[config.mk]
export PLATFORM = sky130hd
export DESIGN_NAME = keylock_controller_flat
export DESIGN_NICKNAME = d
export VERILOG_FILES = /design/src/rtl/keylock_controller_if.sv /design/src/rtl/keylock_controller.sv /design/src/flat_wrapper.sv
export SDC_FILE = /design/constraint.sdc
export NUM_CORES = 1
export LEC_CHECK = 0
export ABC_AREA = 1
export CAP_MARGIN = 5
export CORE_MARGIN = 8
export CORE_UTILIZATION = 41
export CTS_BUF_LIST = sky130_fd_sc_hd__clkbuf_8
export CTS_CLUSTER_SIZE = 25
export DETAILED_ROUTE_END_ITERATION = 10
export GPL_ROUTABILITY_DRIVEN = 0
export GPL_TIMING_DRIVEN = 0
export PLACE_DENSITY = 0.63
export SYNTH_ARGS = -nofsm -noshare
export SYNTH_HDL_FRONTEND = slang
export SYNTH_SLANG_ARGS = --single-unit
[constraint.sdc]
create_clock -name clk -period 2.1 [get_ports clk]
set_clock_uncertainty 0.15 [all_clocks]
set_input_delay 0.21 -clock clk [delete_from_list [all_inputs] [get_ports clk]]
set_output_delay 0.21 -clock clk [all_outputs]
set_load 0.03 [all_outputs]
[src/rtl/keylock_controller_if.sv]
// Keypad lock bus: keypad/control strobes toward the controller, lock status back.
interface keylock_controller_if #(
  parameter int unsigned FAIL_W = 2
);
  logic              key_valid;
  logic [3:0]        key;
  logic              relock;
  logic              prog;
  logic              locked;
  logic              lockout;
  logic              bad_attempt;
  logic              prog_done;
  logic [2:0]        digit_cnt;
  logic [FAIL_W-1:0] fail_cnt;

  modport master (
    output key_valid, key, relock, prog,
    input  locked, lockout, bad_attempt, prog_done, digit_cnt, fail_cnt
  );

  modport slave (
    input  key_valid, key, relock, prog,
    output locked, lockout, bad_attempt, prog_done, digit_cnt, fail_cnt
  );
endinterface

[src/rtl/keylock_controller.sv]
// Keypad lock sequencer: collects digits, checks/programs the code,
// counts failed attempts and enforces a timed lockout.
module keylock_controller #(
  parameter int unsigned CODE_LEN       = 6,
  parameter int unsigned MAX_FAIL       = 3,
  parameter int unsigned LOCKOUT_CYCLES = 1000,
  parameter logic [31:0] DEFAULT_CODE   = 32'h0033_5256
) (
  input  logic               clk,
  input  logic               reset,
  keylock_controller_if.slave bus
);

  localparam int unsigned CODE_W = 4 * CODE_LEN;
  localparam int unsigned FAIL_W = $clog2(MAX_FAIL + 1);
  localparam int unsigned TMR_W  = $clog2(LOCKOUT_CYCLES + 1);

  localparam logic [2:0]        LAST_DIGIT = 3'(CODE_LEN - 1);
  localparam logic [FAIL_W-1:0] FAIL_LAST  = FAIL_W'(MAX_FAIL - 1);
  localparam logic [TMR_W-1:0]  TMR_LOAD   = TMR_W'(LOCKOUT_CYCLES);
  localparam logic [CODE_W-1:0] CODE_RST   = DEFAULT_CODE[CODE_W-1:0];
  localparam logic [3:0]        KEY_CLEAR  = 4'hC;

  typedef enum logic [1:0] {
    S_LOCKED   = 2'd0,
    S_UNLOCKED = 2'd1,
    S_PROGRAM  = 2'd2,
    S_LOCKOUT  = 2'd3
  } state_e;

  state_e            state_q, state_d;
  logic [CODE_W-1:0] code_q, code_d;
  logic [CODE_W-1:0] buf_q, buf_d;
  logic [2:0]        digit_cnt_q, digit_cnt_d;
  logic [FAIL_W-1:0] fail_cnt_q, fail_cnt_d;
  logic [TMR_W-1:0]  timer_q, timer_d;
  logic              locked_q, locked_d;
  logic              lockout_q, lockout_d;
  logic              bad_attempt_q, bad_attempt_d;
  logic              prog_done_q, prog_done_d;

  logic              is_digit;
  logic              is_clear;
  logic              last_digit;
  logic [CODE_W-1:0] shifted;

  assign is_digit   = bus.key_valid && (bus.key <= 4'd9);
  assign is_clear   = bus.key_valid && (bus.key == KEY_CLEAR);
  assign last_digit = (digit_cnt_q == LAST_DIGIT);
  assign shifted    = {buf_q[CODE_W-5:0], bus.key};

  // Next-state and output decode
  always_comb begin
    state_d       = state_q;
    code_d        = code_q;
    buf_d         = buf_q;
    digit_cnt_d   = digit_cnt_q;
    fail_cnt_d    = fail_cnt_q;
    timer_d       = timer_q;
    bad_attempt_d = 1'b0;
    prog_done_d   = 1'b0;

    case (state_q)
      S_LOCKED: begin
        if (is_digit) begin
          if (last_digit) begin
            buf_d       = '0;
            digit_cnt_d = 3'd0;
            if (shifted == code_q) begin
              state_d    = S_UNLOCKED;
              fail_cnt_d = '0;
            end else begin
              bad_attempt_d = 1'b1;
              fail_cnt_d    = fail_cnt_q + FAIL_W'(1);
              if (fail_cnt_q == FAIL_LAST) begin
                state_d = S_LOCKOUT;
                timer_d = TMR_LOAD;
              end
            end
          end else begin
            buf_d       = shifted;
            digit_cnt_d = digit_cnt_q + 3'd1;
          end
        end else if (is_clear) begin
          buf_d       = '0;
          digit_cnt_d = 3'd0;
        end
      end

      S_LOCKOUT: begin
        timer_d = timer_q - TMR_W'(1);
        if (timer_q == TMR_W'(1)) begin
          state_d    = S_LOCKED;
          fail_cnt_d = '0;
        end
      end

      S_UNLOCKED: begin
        if (bus.relock) begin
          state_d = S_LOCKED;
        end else if (bus.prog) begin
          state_d     = S_PROGRAM;
          buf_d       = '0;
          digit_cnt_d = 3'd0;
        end
      end

      S_PROGRAM: begin
        if (bus.relock) begin
          state_d     = S_LOCKED;
          buf_d       = '0;
          digit_cnt_d = 3'd0;
        end else if (is_clear) begin
          state_d     = S_UNLOCKED;
          buf_d       = '0;
          digit_cnt_d = 3'd0;
        end else if (is_digit) begin
          if (last_digit) begin
            code_d      = shifted;
            prog_done_d = 1'b1;
            state_d     = S_LOCKED;
            buf_d       = '0;
            digit_cnt_d = 3'd0;
          end else begin
            buf_d       = shifted;
            digit_cnt_d = digit_cnt_q + 3'd1;
          end
        end
      end

      default: state_d = S_LOCKED;
    endcase

    locked_d  = (state_d == S_LOCKED) || (state_d == S_LOCKOUT);
    lockout_d = (state_d == S_LOCKOUT);
  end

  // State and output registers
  always_ff @(posedge clk) begin
    if (reset) begin
      state_q       <= S_LOCKED;
      code_q        <= CODE_RST;
      buf_q         <= '0;
      digit_cnt_q   <= 3'd0;
      fail_cnt_q    <= '0;
      timer_q       <= '0;
      locked_q      <= 1'b1;
      lockout_q     <= 1'b0;
      bad_attempt_q <= 1'b0;
      prog_done_q   <= 1'b0;
    end else begin
      state_q       <= state_d;
      code_q        <= code_d;
      buf_q         <= buf_d;
      digit_cnt_q   <= digit_cnt_d;
      fail_cnt_q    <= fail_cnt_d;
      timer_q       <= timer_d;
      locked_q      <= locked_d;
      lockout_q     <= lockout_d;
      bad_attempt_q <= bad_attempt_d;
      prog_done_q   <= prog_done_d;
    end
  end

  assign bus.locked      = locked_q;
  assign bus.lockout     = lockout_q;
  assign bus.bad_attempt = bad_attempt_q;
  assign bus.prog_done   = prog_done_q;
  assign bus.digit_cnt   = digit_cnt_q;
  assign bus.fail_cnt    = fail_cnt_q;

endmodule
[src/flat_wrapper.sv]
// flat-port wrapper written by rule: the top's interface ports become plain ports
module keylock_controller_flat 
#(
  parameter int unsigned CODE_LEN       = 6,
  parameter int unsigned MAX_FAIL       = 3,
  parameter int unsigned LOCKOUT_CYCLES = 1000,
  parameter logic [31:0] DEFAULT_CODE   = 32'h0033_5256
)
  (clk, reset, bus_key_valid, bus_key, bus_relock, bus_prog, bus_locked, bus_lockout, bus_bad_attempt, bus_prog_done, bus_digit_cnt, bus_fail_cnt);
  keylock_controller_if bus_i ();
  input  logic clk;
  input  logic reset;
  input wire logic [$bits(bus_i.key_valid)-1:0] bus_key_valid;
  input wire logic [$bits(bus_i.key)-1:0] bus_key;
  input wire logic [$bits(bus_i.relock)-1:0] bus_relock;
  input wire logic [$bits(bus_i.prog)-1:0] bus_prog;
  output wire logic [$bits(bus_i.locked)-1:0] bus_locked;
  output wire logic [$bits(bus_i.lockout)-1:0] bus_lockout;
  output wire logic [$bits(bus_i.bad_attempt)-1:0] bus_bad_attempt;
  output wire logic [$bits(bus_i.prog_done)-1:0] bus_prog_done;
  output wire logic [$bits(bus_i.digit_cnt)-1:0] bus_digit_cnt;
  output wire logic [$bits(bus_i.fail_cnt)-1:0] bus_fail_cnt;
  assign bus_i.key_valid = bus_key_valid;
  assign bus_i.key = bus_key;
  assign bus_i.relock = bus_relock;
  assign bus_i.prog = bus_prog;
  assign bus_locked = bus_i.locked;
  assign bus_lockout = bus_i.lockout;
  assign bus_bad_attempt = bus_i.bad_attempt;
  assign bus_prog_done = bus_i.prog_done;
  assign bus_digit_cnt = bus_i.digit_cnt;
  assign bus_fail_cnt = bus_i.fail_cnt;
  keylock_controller #(.CODE_LEN(CODE_LEN), .MAX_FAIL(MAX_FAIL), .LOCKOUT_CYCLES(LOCKOUT_CYCLES), .DEFAULT_CODE(DEFAULT_CODE)) u_core (.clk(clk), .reset(reset), .bus(bus_i));
endmodule
Word-level counts from Yosys, hierarchy flattened
Cells that the tools add are included.
{"block": "totals", "ff_bits": 65, "inputBits": 9, "output_inout_bits": 9, "word_cells": 93}
{"block": "op_classes", "add_sub_neg": 3, "n_lt_le_gt_ge": 1, "eq_ne": 18, "n_mux": 42, "bitwise_logic": 6, "reduce_logical": 13}
{"operator": "20-bit two-way mux", "count": 8}
{"operator": "20-bit case mux with 3 select lines", "count": 1}
{"operator": "10-bit two-way mux", "count": 4}
{"operator": "2-bit two-way mux", "count": 15}
{"operator": "24-bit equality test", "count": 1}
{"operator": "3-bit two-way mux", "count": 8}
{"operator": "10-bit case mux with 2 select lines", "count": 1}
{"operator": "5-bit AND reduction", "count": 3}
{"operator": "10-bit by 1-bit equality test with 1-bit output, second input constant", "count": 1}
{"operator": "10-bit by 1-bit subtractor with 10-bit output, second input constant", "count": 1}
{"operator": "3-bit case mux with 3 select lines", "count": 1}
{"operator": "2-bit equality test, second input constant", "count": 4}
{"operator": "2-bit by 1-bit != test with 1-bit output, second input constant", "count": 4}
{"operator": "2-bit case mux with 4 select lines", "count": 1}
{"operator": "2-bit != test, second input constant", "count": 3}
{"operator": "1-bit inverter", "count": 6}
{"operator": "5-bit OR reduction", "count": 1}
{"operator": "4-bit equality test, second input constant", "count": 1}
{"operator": "4-bit less-or-equal comparator, second input constant", "count": 1}
{"operator": "2-bit logical NOT", "count": 2}
{"operator": "4-bit by 2-bit != test with 1-bit output, second input constant", "count": 1}
{"operator": "2-bit case mux with 2 select lines", "count": 1}
{"operator": "4-bit AND reduction", "count": 1}
{"operator": "4-bit OR reduction", "count": 1}
{"operator": "10 further kinds", "count": 12}

Longest topological paths before layout
Gate-level depths: netlist of run 1.
{"block": "logic_depth", "word_depth": 8, "mapped_depth": 15, "depth_no_buf": 15}

Least setup slack after synthesis of run 1
Ideal clock, no wire load.
{"block": "synth_timing", "kind": "register -> register", "from": "reg u_core.digit_cnt_q[0], in the netlist u_core.bus.digit_cnt[0]", "to": "reg u_core.locked_q, in the netlist u_core.bus.locked", "setup_time_ns": 0.119, "arrival_time_ns": 1.765, "required_time_ns": 1.831, "path_slack_ns": 0.066, "stages_incl_launch_ff": 12, "n_path_buf": 0, "period_less_slack_ns": 2.034, "path_cell_list": "dfxtp_1 -> nand2_1 -> nor2_1 -> inv_1 -> nor2_1 -> inv_1 -> nand3_1 -> a21oi_1 -> o21ai_0 -> nand2_1 -> ha_1 -> nand2_1"}
{"block": "synth_via", "elab_chain_cells": 8, "word_cells_on_any_way": 11, "cone_classes": "eq/ne (2); mux (7); reduce/logical (2)"}
{"item": "start, declared", "line": "keylock_controller.sv:34", "rtl": "logic [2:0] digit_cnt_q, digit_cnt_d;"}
{"item": "start signal, assigned", "line": "keylock_controller.sv:155", "rtl": "digit_cnt_q <= digit_cnt_d;"}
{"item": "3-bit equality test (*)", "line": "keylock_controller.sv:49", "rtl": "assign last_digit = (digit_cnt_q == LAST_DIGIT);"}
{"item": "2-bit two-way mux", "line": "keylock_controller.sv:118", "rtl": "if (last_digit) begin"}
{"item": "2-bit two-way mux", "line": "keylock_controller.sv:117", "rtl": "end else if (is_digit) begin"}
{"item": "2-bit two-way mux", "line": "keylock_controller.sv:113", "rtl": "end else if (is_clear) begin"}
{"item": "2-bit two-way mux", "line": "keylock_controller.sv:109", "rtl": "if (bus.relock) begin"}
{"item": "2-bit case mux with 4 select lines (*)", "line": "keylock_controller.sv:63", "rtl": "case (state_q)"}
{"item": "2-bit equality test / 2-bit logical NOT (equally long branches)", "line": "keylock_controller.sv:134", "rtl": "locked_d = (state_d == S_LOCKED) || (state_d == S_LOCKOUT);"}
{"item": "1-bit logical OR (*)", "line": "keylock_controller.sv:134"}
{"item": "end signal, assigned", "line": "keylock_controller.sv:158", "rtl": "locked_q <= locked_d;"}
{"item": "end, declared", "line": "keylock_controller.sv:37", "rtl": "logic locked_q, locked_d;"}
Every way passes the cells marked *; elsewhere a longest branch is shown, timed or not.
A chain may end at the register's enable or synchronous reset.

Final worst setup path of run 1
{"block": "layout_timing", "from": "reg u_core.state_q[1]", "to": "reg u_core.buf_q[7]"}
{"block": "layout_via", "elab_chain_cells": 3, "word_cells_on_any_way": 10, "cone_classes": "eq/ne (6); mux (1); reduce/logical (3)"}
{"item": "start, declared", "line": "keylock_controller.sv:31", "rtl": "state_e state_q, state_d;"}
{"item": "start signal, assigned", "line": "keylock_controller.sv:152", "rtl": "state_q <= state_d;"}
{"item": "2-bit equality test, or another cell as far along", "line": "keylock_controller.sv:63"}
{"item": "4-bit by 2-bit != test with 1-bit output (no line), or another cell as far along"}
{"item": "5-bit AND reduction (no line)"}
{"item": "end signal, assigned", "line": "keylock_controller.sv:154", "rtl": "buf_q <= buf_d;"}
{"item": "end, declared", "line": "keylock_controller.sv:33", "rtl": "logic [CODE_W-1:0] buf_q, buf_d;"}
Parallel ways exist; a longest one is shown, timed or not.

==> flow_summary.ini, run 1 <==
[outcome]
outcome = completed

[timing]
worstMarginPinSlew_ns = 0.6172
setup_tns_ns = 0
final_max_slew_viol_count = 0
setup_viol_count_final = 0
slew_headroom_pct = 58.85
min_period_ns = 1.995
hold_viol_final = 0
rsz0062_at_grt = yes
timing.hold.ws_ns = 0.1204
post-route-period-util_pct = 95.02
max_freq_ghz = 0.5011

[critical_path]
crit_chain = inv_1 > ha_2 > inv_2 > nand2_2 > inv_2 > buf_4 > nor3_1 > o21ai_0 > inv_1
r2r_cells = 9
start_kind = flop
crit_path_top_delay_cell = dfxtp_1
path_max_fanout = 9
required_ns = 2.24
regToRegStartpoint = u_core.state_q[1]
crit_start = u_core.state_q[1]
rrSetupSlack_ns = 0.10
crit_arrival_ns = 2.14
cpPeakStageDelay_ns = 0.40
critPathKind = reg -> reg
cp-endpoint = u_core.buf_q[7]
setup.worst_path.end_class = flop
rr_endpoint = u_core.buf_q[7]

[hold_path]
hold_path.class = in -> reg
hold_depth = 3

[synthesis]
syn_avg_cell_area_um2 = 6.558
syn_nets = 547
syn_inst = 530
ys_ff_latch = 65
yosysUniqueCellTypes = 34
seq_area_frac_synth_pct = 37.44
yosysWarnings = 0
syn_area_um2 = 3476

[floorplan]
fp-row-count = 33
io_pins = 18
initial_utilization_pct = 42.30
die_w_um = 108.1
die_h_um = 108.1
core_region_area_um2 = 8217
die-area_um2 = 11680

[clocking]
path_clk_slew_ns = 0.07
cts_buffers = 9
htree_num_levels = 3
cts.sinks = 65
clk_latency_ns = 0.35
cts_tree = done
clockRootBuffer = clkbuf_8
clock_path_buffers = 2

[finish]
final_common_cell = nand2_1
area.growth.synth_to_final_pct = 17.17
antenna_cells = 0
instances_no_fill = 672
drive_gt1_share_pct = 10.58
finish.utilization_pct = 49.57
final_nets = 579
final_cell_mix = nand2_1, inv_1, dfxtp_1

[power]
p_total_mw = 2.778
leakagePower_nw = 1.958
pwr_density_cell_nw_per_um2 = 682.1
irDropWorstVdd_uv = 469.1

[global_route]
antenna_found_initial = 0
grt_overflow = 0
grt_max_degree = 12
grtUsageTotal_pct = 15.62
grt_pass1_vias = 3183
grt_pass1_wl_um = 14660

[route]
drt-initial-drc-count = 117
drc = 0
wl_per_cell_um = 12.84
vias = 3325
totalWireLength_um = 8631
first_pass_iters = 4
final_antenna_net_count = 0
detail_route.vias_per_cell = 4.948

[run]
max_cap_violations = 0

[placement]
numPortBuffers = 16
dp.cells = 651
hpwl_um = 6084
==> worst max-delay path, delay by kind of cell (launching register included) <==
family	cells	cell delay (ns)
AOI/OAI and AO/OA	1	0.12
adders and majority gates	1	0.36
buffers and inverters	5	0.51
DFF	1	0.40
and+or+nand+nor	2	0.41
==> area by class of cell <==
type	instances	area, um2
fillers	853	4144
multi-input cells	352	1718
flip-flops and latches	65	1303
inverters	94	359.1
repair buffers	21	200.2
clock buffers	11	151.4
plain buffers	19	131.4
well taps	105	131.4
clock inverters	5	78.83
==> registers in the layout, summed over array words and instances (netlist names) <==
| signal | flops |
|---|---|
| u_core.buf_q | 20 |
| u_core.state_q | 2 |
| u_core.bus.locked | 1 |
| u_core.timer_q | 10 |
| u_core.bus.lockout | 1 |
| u_core.code_q | 24 |
| u_core.bus.digit_cnt | 3 |
| u_core.bus.prog_done | 1 |
| u_core.bus.bad_attempt | 1 |
| u_core.bus.fail_cnt | 2 |
==> stage by stage <==
stage / setup WS, ns / area, um2
2_1_floorplan: 0.06632 / 3476
3_3_place_gp: -0.3173 / 3767
3_5_place_dp: -0.3415 / 3767
4_1_cts: 0.01136 / 4025
5_1_grt: -0.03525 / 4073
6_report: 0.1046 / 4073
==> how the worst min path moves through the flow <==
stage	start	to	slack [ns]
2_1_floorplan	bus_key[1]	u_core.code_q[1]	0.19
3_3_place_gp	u_core.code_q[1]	u_core.code_q[1]	0.32
3_5_place_dp	u_core.code_q[1]	u_core.code_q[1]	0.32
4_1_cts	reset	u_core.buf_q[2]	0.21
5_1_grt	bus_key[1]	u_core.code_q[1]	0.14
6_report	bus_key[1]	u_core.code_q[1]	0.12
==> power by group <==
group / internal, mW / total, mW / leakage (nW) / switching, mW
combinational: 0.0968 / 0.260 / 1.32 / 0.163
clock: 0.729 / 1.23 / 0.113 / 0.500
sequential: 1.27 / 1.29 / 0.528 / 0.0231
==> synthesized netlist by cell type <==
cell type	number	share of area (%)
ha_1	8	2.9
buf_1	1	0.11
a21oi_2	1	0.25
nand3_1	22	3.2
nand2_2	4	0.72
dfxtp_1	65	37
buf_6	4	1.3
o2111ai_1	1	0.25
o21ai_0	42	6.0
xor2_1	2	0.50
a31oi_4	1	0.61
clkinv_1	2	0.22
buf_2	5	0.72
nand3_2	2	0.58
clkbuf_2	1	0.14
nand4_1	3	0.54
o21a_1	1	0.22
inv_2	2	0.22
buf_4	4	0.86
inv_6	1	0.25
nor2_1	51	5.5
clkbuf_4	1	0.22
o21ai_1	12	1.7
or2_2	1	0.18
nor2_2	1	0.18
inv_1	89	9.6
nor3_2	1	0.29
nor3_1	22	3.2
nand2_1	114	12
clkbuf_1	3	0.32
nand2_4	1	0.32
a21oi_1	59	8.5
nor3b_1	2	0.43
a211oi_1	1	0.22
==> layer usage <==
metal	vias to the layer above	track usage (%)	wire [um]
met5	-	0	0
met4	0	5.154	90
met3	8	4.462	427
met2	60	26.16	4064
met1	1515	18.77	4048
li1	1742	-	-
==> logic make-up (layout without fill, tap and decap cells) <==
kind of cell    after synthesis  count (layout)  synth area share [%]
flops                        65              65                 37.44
compound gates              118             118                 17.82
simple gates                224             224                 27.39
buf+inv                     113             150                 13.97
fa+ha+maj                     8               8                 2.880
xor+xnor                      2               2                0.5041
==> timing repair <==
item / CTS / global route
buffers inserted: 3 / 2
setup endpoints to repair: 20 / 47
gates resized for setup: 4 / 14
pin swaps: 0 / 1
hold buffers: 0 / 0
(Power assumes the default switching activity.)
==> run 2: changes to the inputs <==
CORE_UTILIZATION = 30   (was 41)
PLACE_DENSITY = 0.51   (was 0.63)
==> run 2 against run 1 <==
Compared with the run above:
- final cell count up 5.7%
- combinational power up 3%
- global-route usage down 2.7 points
- first-iteration DRC count up 130%
- sequential cell count unchanged
- hold slack worse by 0.0043 ns
- die area up 31%
==> flow_summary.ini, run 2 (synthesis results as in run 1) <==
[outcome]
outcome = completed

[finish]
largest-register = u_core.code_q
multi_input_area_um2 = 1729
regArea_um2 = 1305
drive_gt1_share_pct = 11.46
finish.utilization_pct = 36.00
final_common_cell = nand2_1
fillers = 1230
instances_no_fill = 710
design_area_um2 = 4093
largestRegisters = u_core.code_q: 24 flops, u_core.buf_q: 20 flops, u_core.timer_q: 10 flops
final_cell_mix = nand2_1, inv_1, dfxtp_1
largest_register_ff_count = 24
antenna_cells = 0
area.growth.synth_to_final_pct = 17.75
final_nets = 581

[power]
p_total_mw = 2.516
pwr_density_cell_nw_per_um2 = 614.8
leakagePower_nw = 1.963
irDropWorstVdd_uv = 446.9

[critical_path]
crit_arrival_ns = 2.02
critPathKind = reg -> reg
start_kind = flop
regToRegStartpoint = u_core.state_q[1]
setup.worst_path.end_class = flop
crit_start = u_core.state_q[1]
path_max_fanout = 4
required_ns = 2.19

[timing]
setup_tns_ns = 0
slew_headroom_pct = 59.10
setup_viol_count_final = 0
hold_viol_final = 0
rsz0062_at_grt = no
min_period_ns = 1.931
worstMarginPinSlew_ns = 0.6136
post-route-period-util_pct = 91.96
final_max_slew_viol_count = 0
max_freq_ghz = 0.5178

[hold_path]
min_from = bus_key[2]
hold_path.class = in -> reg

[run]
max_cap_violations = 0

[floorplan]
fp-row-count = 39
die-area_um2 = 15290
initial_utilization_pct = 30.57
die_w_um = 123.6
die_h_um = 123.6
core_region_area_um2 = 11370
io_pins = 18

[clocking]
cts_tree = done
hold_buffers = 0
path_clk_slew_ns = 0.07
cts.sinks = 65
clk_latency_ns = 0.35
clockRootBuffer = clkbuf_8
htree_num_levels = 3
clock_path_buffers = 2
cts_buffers = 9

[global_route]
grtUsageTotal_pct = 12.91
grt_overflow = 0
antenna_found_initial = 0
grt_pass1_wl_um = 15280
grt_max_degree = 11
grt_pass1_vias = 3151

[route]
vias = 3315
drc = 0
first_pass_iters = 5
final_antenna_net_count = 0
totalWireLength_um = 9149
drt-initial-drc-count = 265
detail_route.vias_per_cell = 4.669
wl_per_cell_um = 12.89

[placement]
dp.cells = 689
hpwl_um = 6508
numPortBuffers = 16
postPlaceCellArea_um2 = 3815
[run 2: cell type report]
cell class | count | area share, %
tap | 143 | 4.372
sequential | 65 | 31.89
buffer | 19 | 3.210
timing repair buffer | 23 | 5.381
clock buffer | 11 | 3.699
clock inverter | 3 | 0.4280
multi-input combinational | 352 | 42.25
inverter | 94 | 8.774
[run 2: power breakdown]
group / switching [mW] / leakage, nW / internal (mW)
registers: 0.0220 / 0.529 / 1.27
logic: 0.170 / 1.35 / 0.0983
clock network: 0.484 / 0.0871 / 0.475
[run 2: layer usage]
layer | share of wire (%) | GRT usage, %
met5 | 0 | 0
met4 | 1.9 | 5.342
met3 | 4.7 | 2.947
met2 | 46 | 21.61
met1 | 48 | 15.63
[run 2: path summary, 6_finish.rpt]
kind	endpoint	slack (ns)	cells past startpoint
hold reg to reg	u_core.timer_q[1]	0.34	2
hold / removal	u_core.code_q[2]	0.12	3
setup / recovery	u_core.bus.locked	0.17	11
setup reg to reg	u_core.bus.locked	0.17	11
[run 2: metrics by stage]
step / hold slack [ns] / setup slack (ns)
after global placement: 0.3101 / -0.3530
after floorplan: 0.1863 / 0.06632
after CTS: 0.1462 / 0.01261
final: 0.1161 / 0.1689
after detailed placement: 0.3241 / -0.3453
after global routing: 0.1316 / 0.002372
[run 2: critical path, stage by stage, from the launching register on]
cell,delay [ns]
dfxtp_2,0.34
inv_1,0.13
ha_2,0.25
inv_1,0.09
nor2_1,0.16
inv_1,0.06
nand2_1,0.10
nand3_1,0.08
nand2_1,0.10
inv_1,0.05
ha_1,0.26
nand2_1,0.04
[run 2: what timing repair did]
action                                  CTS  global route
endpoints found under the setup margin   19            50
gates resized for setup                   4            21
pin swaps                                 0             5
buffers inserted                          4             3
==> run 3: changes to the inputs <==
ABC_AREA = not set   (was 1)
==> run 3 against run 2 <==
Compared with the run above:
- the run now ends with negative setup slack left
- combinational power is 55% lower
- non-clock buffer count stayed put
- maximum frequency shrank 19%
- first-iteration DRC count down 53%
- hold slack better by 0.017 ns
- sequential power down 4%
- highest routed layer unchanged
==> flow_summary.ini, run 3 <==
[outcome]
outcome = finished, violations left
violations = negative setup slack

[critical_path]
r2r_cells = 7
critPathKind = reg -> reg
required_ns = 2.19
crit_family = compound AO/OA/AOI/OAI gates
rrSetupSlack_ns = -0.29
path_buf_inv = 0
rr_endpoint = u_core.bus.locked
cpPeakStageDelay_ns = 0.56
regToRegStartpoint = u_core.timer_q[7]
path_max_fanout = 2
crit_chain = or4_4 > o41ai_4 > o221ai_2 > a221oi_2 > a31oi_1 > ha_2 > nand2b_1
crit_arrival_ns = 2.47
worst-path-stages = 7
setup.worst_path.end_class = flop
start_kind = flop
crit_path_top_delay_cell = or4_4

[global_route]
antenna_found_initial = 0
grt_max_degree = 12
grt_overflow = 0
grt_pass1_vias = 2766
grt_pass1_wl_um = 14120
grtUsageTotal_pct = 12.39

[route]
drc = 0
first_pass_iters = 4
totalWireLength_um = 8128
detail_route.vias_per_cell = 5.030
vias = 2711
drt-initial-drc-count = 124
final_antenna_net_count = 0
wl_per_cell_um = 15.08

[finish]
antenna_cells = 0
final_common_cell = nand2_1
largest-register = u_core.code_q
finish.utilization_pct = 38.18
area.growth.synth_to_final_pct = 24.68
final_cell_mix = nand2_1, dfxtp_1, nor2_1
final_nets = 416
largest_register_ff_count = 24
design_area_um2 = 3906
fillers = 1050
regArea_um2 = 1325
multi_input_area_um2 = 1842
instances_no_fill = 539
drive_gt1_share_pct = 19.35
largestRegisters = u_core.code_q: 24 flops, u_core.buf_q: 20 flops, u_core.timer_q: 10 flops

[synthesis]
yosys-top-cells-area = dfxtp_1, nand2_1, a22oi_1, xnor2_1, nor2_1
synthTopCellsByCount = dfxtp_1, nand2_1, nor2_1
synth-edff-count = 0
synth_top_area_share_pct = 41.53
ys.flop_type = dfxtp_1
synth_most_common_cell = dfxtp_1
seq_area_frac_synth_pct = 41.53
yosysUniqueCellTypes = 52
syn_inst = 365
netlist.top_cell.by_area = dfxtp_1
syn_nets = 382
ys_ff_latch = 65
yosysWarnings = 0
synthArstFlopShare_pct = 0
syn_avg_cell_area_um2 = 8.584
syn_area_um2 = 3133

[timing]
final_max_slew_viol_count = 0
setup_tns_ns = -0.9331
hold_viol_final = 0
max_freq_ghz = 0.4193
rsz0062_at_grt = yes
slew_headroom_pct = 51.62
setup_ws_ns = -0.2852
worstMarginPinSlew_ns = 0.7257
post-route-period-util_pct = 113.6
setup_viol_count_final = 12
min_period_ns = 2.385

[floorplan]
die_h_um = 118.2
initial_utilization_pct = 30.62
fp-row-count = 37
core_region_area_um2 = 10230
die-area_um2 = 13970
die_w_um = 118.2
io_pins = 18

[hold_path]
min_to = u_core.code_q[3]
hold_path.class = in -> reg
hold_depth = 3
min_from = bus_key[3]

[run]
max_cap_violations = 0

[power]
power_frac_clock_pct = 44.0
irDropWorstVdd_uv = 356.3
leakagePower_nw = 1.356
p_sw_share_pct = 23.94
p_seq_share_pct = 51.0
power_switching_mw = 0.5812
pwr_density_cell_nw_per_um2 = 621.5
power_frac_comb_pct = 5.0
p_int_mw = 1.846

[clocking]
clk_latency_ns = 0.34
cts_buffers = 9
htree_num_levels = 3
cts.sinks = 65
clockRootBuffer = clkbuf_8
hold_buffers = 0
clock_path_buffers = 2
cts_tree = done
path_clk_slew_ns = 0.07

[placement]
numPortBuffers = 17
postPlaceCellArea_um2 = 3481
hpwl_um = 5774
dp.cells = 518
dp_slack_ns = -0.7087
run 3: worst reg2reg max path, cell delays in order (launching register included):
cell and delay (ns):
dfxtp_2 0.32, or4_4 0.56, o41ai_4 0.30, o221ai_2 0.16, a221oi_2 0.32, a31oi_1 0.09
ha_2 0.34, nand2b_1 0.04
run 3: metal layers:
metal  up-vias  track usage [%]  share of wire, %
met5         -                0                 0
met4         0            6.085               2.5
met3        17            2.047               3.2
met2        53            19.64                46
met1      1285            16.03                48
li1       1356                -                 -
run 3: worst max-delay path by stage:
stage	startpoint	end
5_1_grt	u_core.timer_q[7]	u_core.bus.locked
3_3_place_gp	bus_key[1]	u_core.bus.locked
3_5_place_dp	bus_key[1]	u_core.bus.locked
4_1_cts	u_core.timer_q[7]	u_core.bus.locked
2_1_floorplan	u_core.timer_q[7]	u_core.bus.locked
6_report	u_core.timer_q[7]	u_core.bus.locked
run 3: cells by family after synthesis:
kind of cell	synth area share (%)
AND/OR/NAND/NOR	27.08
AO/OA/AOI/OAI	17.37
flip-flops	41.53
buffers and inverters	4.113
XOR/XNOR	6.709
adder cells (fa/ha/maj)	3.195
run 3: per-stage QoR:
step | hold WS [ns] | power (mW)
finish | 0.1335 | 2.428
global placement | 0.3036 | 1.382
detailed placement | 0.3096 | 1.382
global route | 0.1391 | 2.525
floorplan | 0.1842 | 1.328
CTS | 0.2826 | 2.445
run 3: final cells by class:
| class | instances | share of cell area [%] |
|---|---|---|
| plain buffers | 19 | 2.851 |
| flip-flops and latches | 65 | 33.92 |
| clock inverters | 5 | 1.441 |
| clock buffers | 10 | 3.523 |
| well taps | 136 | 4.356 |
| multi-input cells | 268 | 47.15 |
| repair buffers | 23 | 5.509 |
| inverters | 13 | 1.249 |
run 3: timing repair:
item                       4_1_cts  5_1_grt
setup endpoints to repair       58       59
pin swaps                        4        3
gates resized for setup         39       22
setup buffers                    6        0
run 3: power by group through the flow:
stage               registers (mW)  logic (mW)  clock network, mW
finish                        1.24       0.121               1.07
global route                  1.24       0.133               1.15
CTS                           1.24       0.119               1.09
detailed placement            1.27       0.112                  0
global placement              1.27       0.113                  0
floorplan                     1.27      0.0584                  0
==> patch: new RTL, config.mk and constraints of run 3 <==
`LOCKOUT_CYCLES` is set to 1000 in 2 places; all go to 500.
--- a/src/rtl/keylock_controller.sv
+++ b/src/rtl/keylock_controller.sv
@@ -3,7 +3,7 @@
 module keylock_controller #(
   parameter int unsigned CODE_LEN       = 6,
   parameter int unsigned MAX_FAIL       = 3,
-  parameter int unsigned LOCKOUT_CYCLES = 1000,
+  parameter int unsigned LOCKOUT_CYCLES = 500,
   parameter logic [31:0] DEFAULT_CODE   = 32'h0033_5256
 ) (
   input  logic               clk,
--- a/src/flat_wrapper.sv
+++ b/src/flat_wrapper.sv
@@ -3,7 +3,7 @@
 #(
   parameter int unsigned CODE_LEN       = 6,
   parameter int unsigned MAX_FAIL       = 3,
-  parameter int unsigned LOCKOUT_CYCLES = 1000,
+  parameter int unsigned LOCKOUT_CYCLES = 500,
   parameter logic [31:0] DEFAULT_CODE   = 32'h0033_5256
 )
   (clk, reset, bus_key_valid, bus_key, bus_relock, bus_prog, bus_locked, bus_lockout, bus_bad_attempt, bus_prog_done, bus_digit_cnt, bus_fail_cnt);
Check against the original RTL: same outputs for any inputs over 10 cycles, from zero or initial values and one cycle with reset high; that may be too few to reach the edited logic, so the function may still have changed.
==> patch against run 3 <==
  * Wire length shrank 1.2%
  * Fmax grew 15%
  * Worst setup slack gained 0.31 ns
  * Sequential cell count shrank 1
  * Critical endpoint unchanged
  * Design area grew 0.74%
  * Area after synthesis shrank 5.9%
  * Largest cell class unchanged
Power is not compared: it rests on default switching activity, and its combinational part moved more than twofold at a synthesized area within 25%.
==> patch: results (changes against run 3) <==
| Metric | Value |
|---|---|
| Outcome | `finished clean` |
| Reg2Reg Depth | `8 (+1)` |
| Worst Path Max Fanout | `3 (+1)` |
| DR vias/cell | `4.925 (-2.1%)` |
| Routed wl met3 | `312 um (+20%)` |
| Ranking of synthesized cells by area | `dfxtp_1 43%, nand2_1 7.8%, xor2_1 7.1%, a22oi_1 5.3%, a21oi_1 4.2%` |
| Placed Area | `3288 um^2 (-5.5%)` |
| GRT met1 Usage | `0.1639 (+0.003577)` |
| Wire length on met2 | `3808 um (+2.2%)` |
| Hold endpoint | `u_core.bus.bad_attempt$_SDFF_PP0_` |
| DRT Wirelength | `8032 um (-1.2%)` |
| Post-synth top cells | `64 x dfxtp_1, 61 x nand2_1, 33 x nor2_1, 25 x a21oi_1, 24 x xor2_1` |
| Largest regs | `u_core.code_q (24), u_core.buf_q (20), u_core.timer_q (9)` |
| Fillers | `992 (-5.5%)` |
| Hold slack final | `0.2193 ns (+0.08578 ns)` |
| DR iter-0 viols | `163 (+31%)` |
| Syn nets | `364 (-4.7%)` |
| Met1 wire length | `3852 um (-2.1%)` |
| CP Data Arrival Time | `2.14 ns (-0.33 ns)` |
| Final WS setup | `0.02697 ns (+0.3122 ns)` |
| Iteration count of the initial detailed-routing pass | `5 (+1)` |
| Met2 Track Usage GR | `0.2101 (+0.01361)` |
| First-pass GRT wire length | `13370 um (-5.3%)` |
| M3 GR Usage | `0.03256 (+0.01210)` |
| HPWL reported at the end of detailed placement | `5338 um (-7.6%)` |
## patch: cell count changes in the layout (fill, tap and decap cells not counted), moves of 6 or more
cell      change
xnor2_1      -12
buf_4        +10
xor2_1       +17
nand3_1       +9
nand3b_1      -8
nor3b_1       -8
a22oi_1       -6
a22oi_2       +7
## patch: what timing repair did
item | 4_1_cts | 5_1_grt
setup endpoints to repair | 58 | 55
setup buffers | 13 | 5
hold buffers | 0 | 0
pin swaps | 10 | 14
gates resized for setup | 50 | 32
cloned | 2 | 0
## patch: logic make-up (layout without fill, tap and decap cells)
family                     count (synthesis)  after routing  synth area share
AOI/OAI and AO/OA                         79             79            0.1850
xor gates and xnor gates                  24             24           0.07128
adders and majority gates                  8              8           0.03394
buffers and inverters                     27             78           0.04115
DFF                                       64             64            0.4345
muxes                                      2              2          0.006789
and+or+nand+nor                          143            143            0.2274
## patch: final cells by class
class / count / area (um^2) / share of cell area
Inverter: 10 / 40.04 / 0.01017
Buffer: 15 / 87.58 / 0.02226
Timing Repair Buffer: 37 / 329.1 / 0.08362
Clock buffer: 10 / 137.6 / 0.03498
Sequential cell: 64 / 1304 / 0.3313
Multi-Input combinational cell: 256 / 1763 / 0.4480
Tap cell: 133 / 166.4 / 0.04229
Clock inverter: 6 / 107.6 / 0.02734
## patch: power groups by stage
stage | Clock [uW] | Combinational [uW] | Sequential [uW]
2_1_floorplan | 0 | 165 | 1290
3_3_place_gp | 0 | 263 | 1290
3_5_place_dp | 0 | 264 | 1290
4_1_cts | 1350 | 341 | 1260
5_1_grt | 1400 | 388 | 1270
6_report | 1310 | 360 | 1260
## patch: worst max-delay path: cells and delay by family (launching register included)
| family | cells | cell delay, ns |
|---|---|---|
| simple gates | 3 | 0.70 |
| compound gates | 4 | 0.46 |
| flops | 1 | 0.35 |
| fa+ha+maj | 1 | 0.28 |
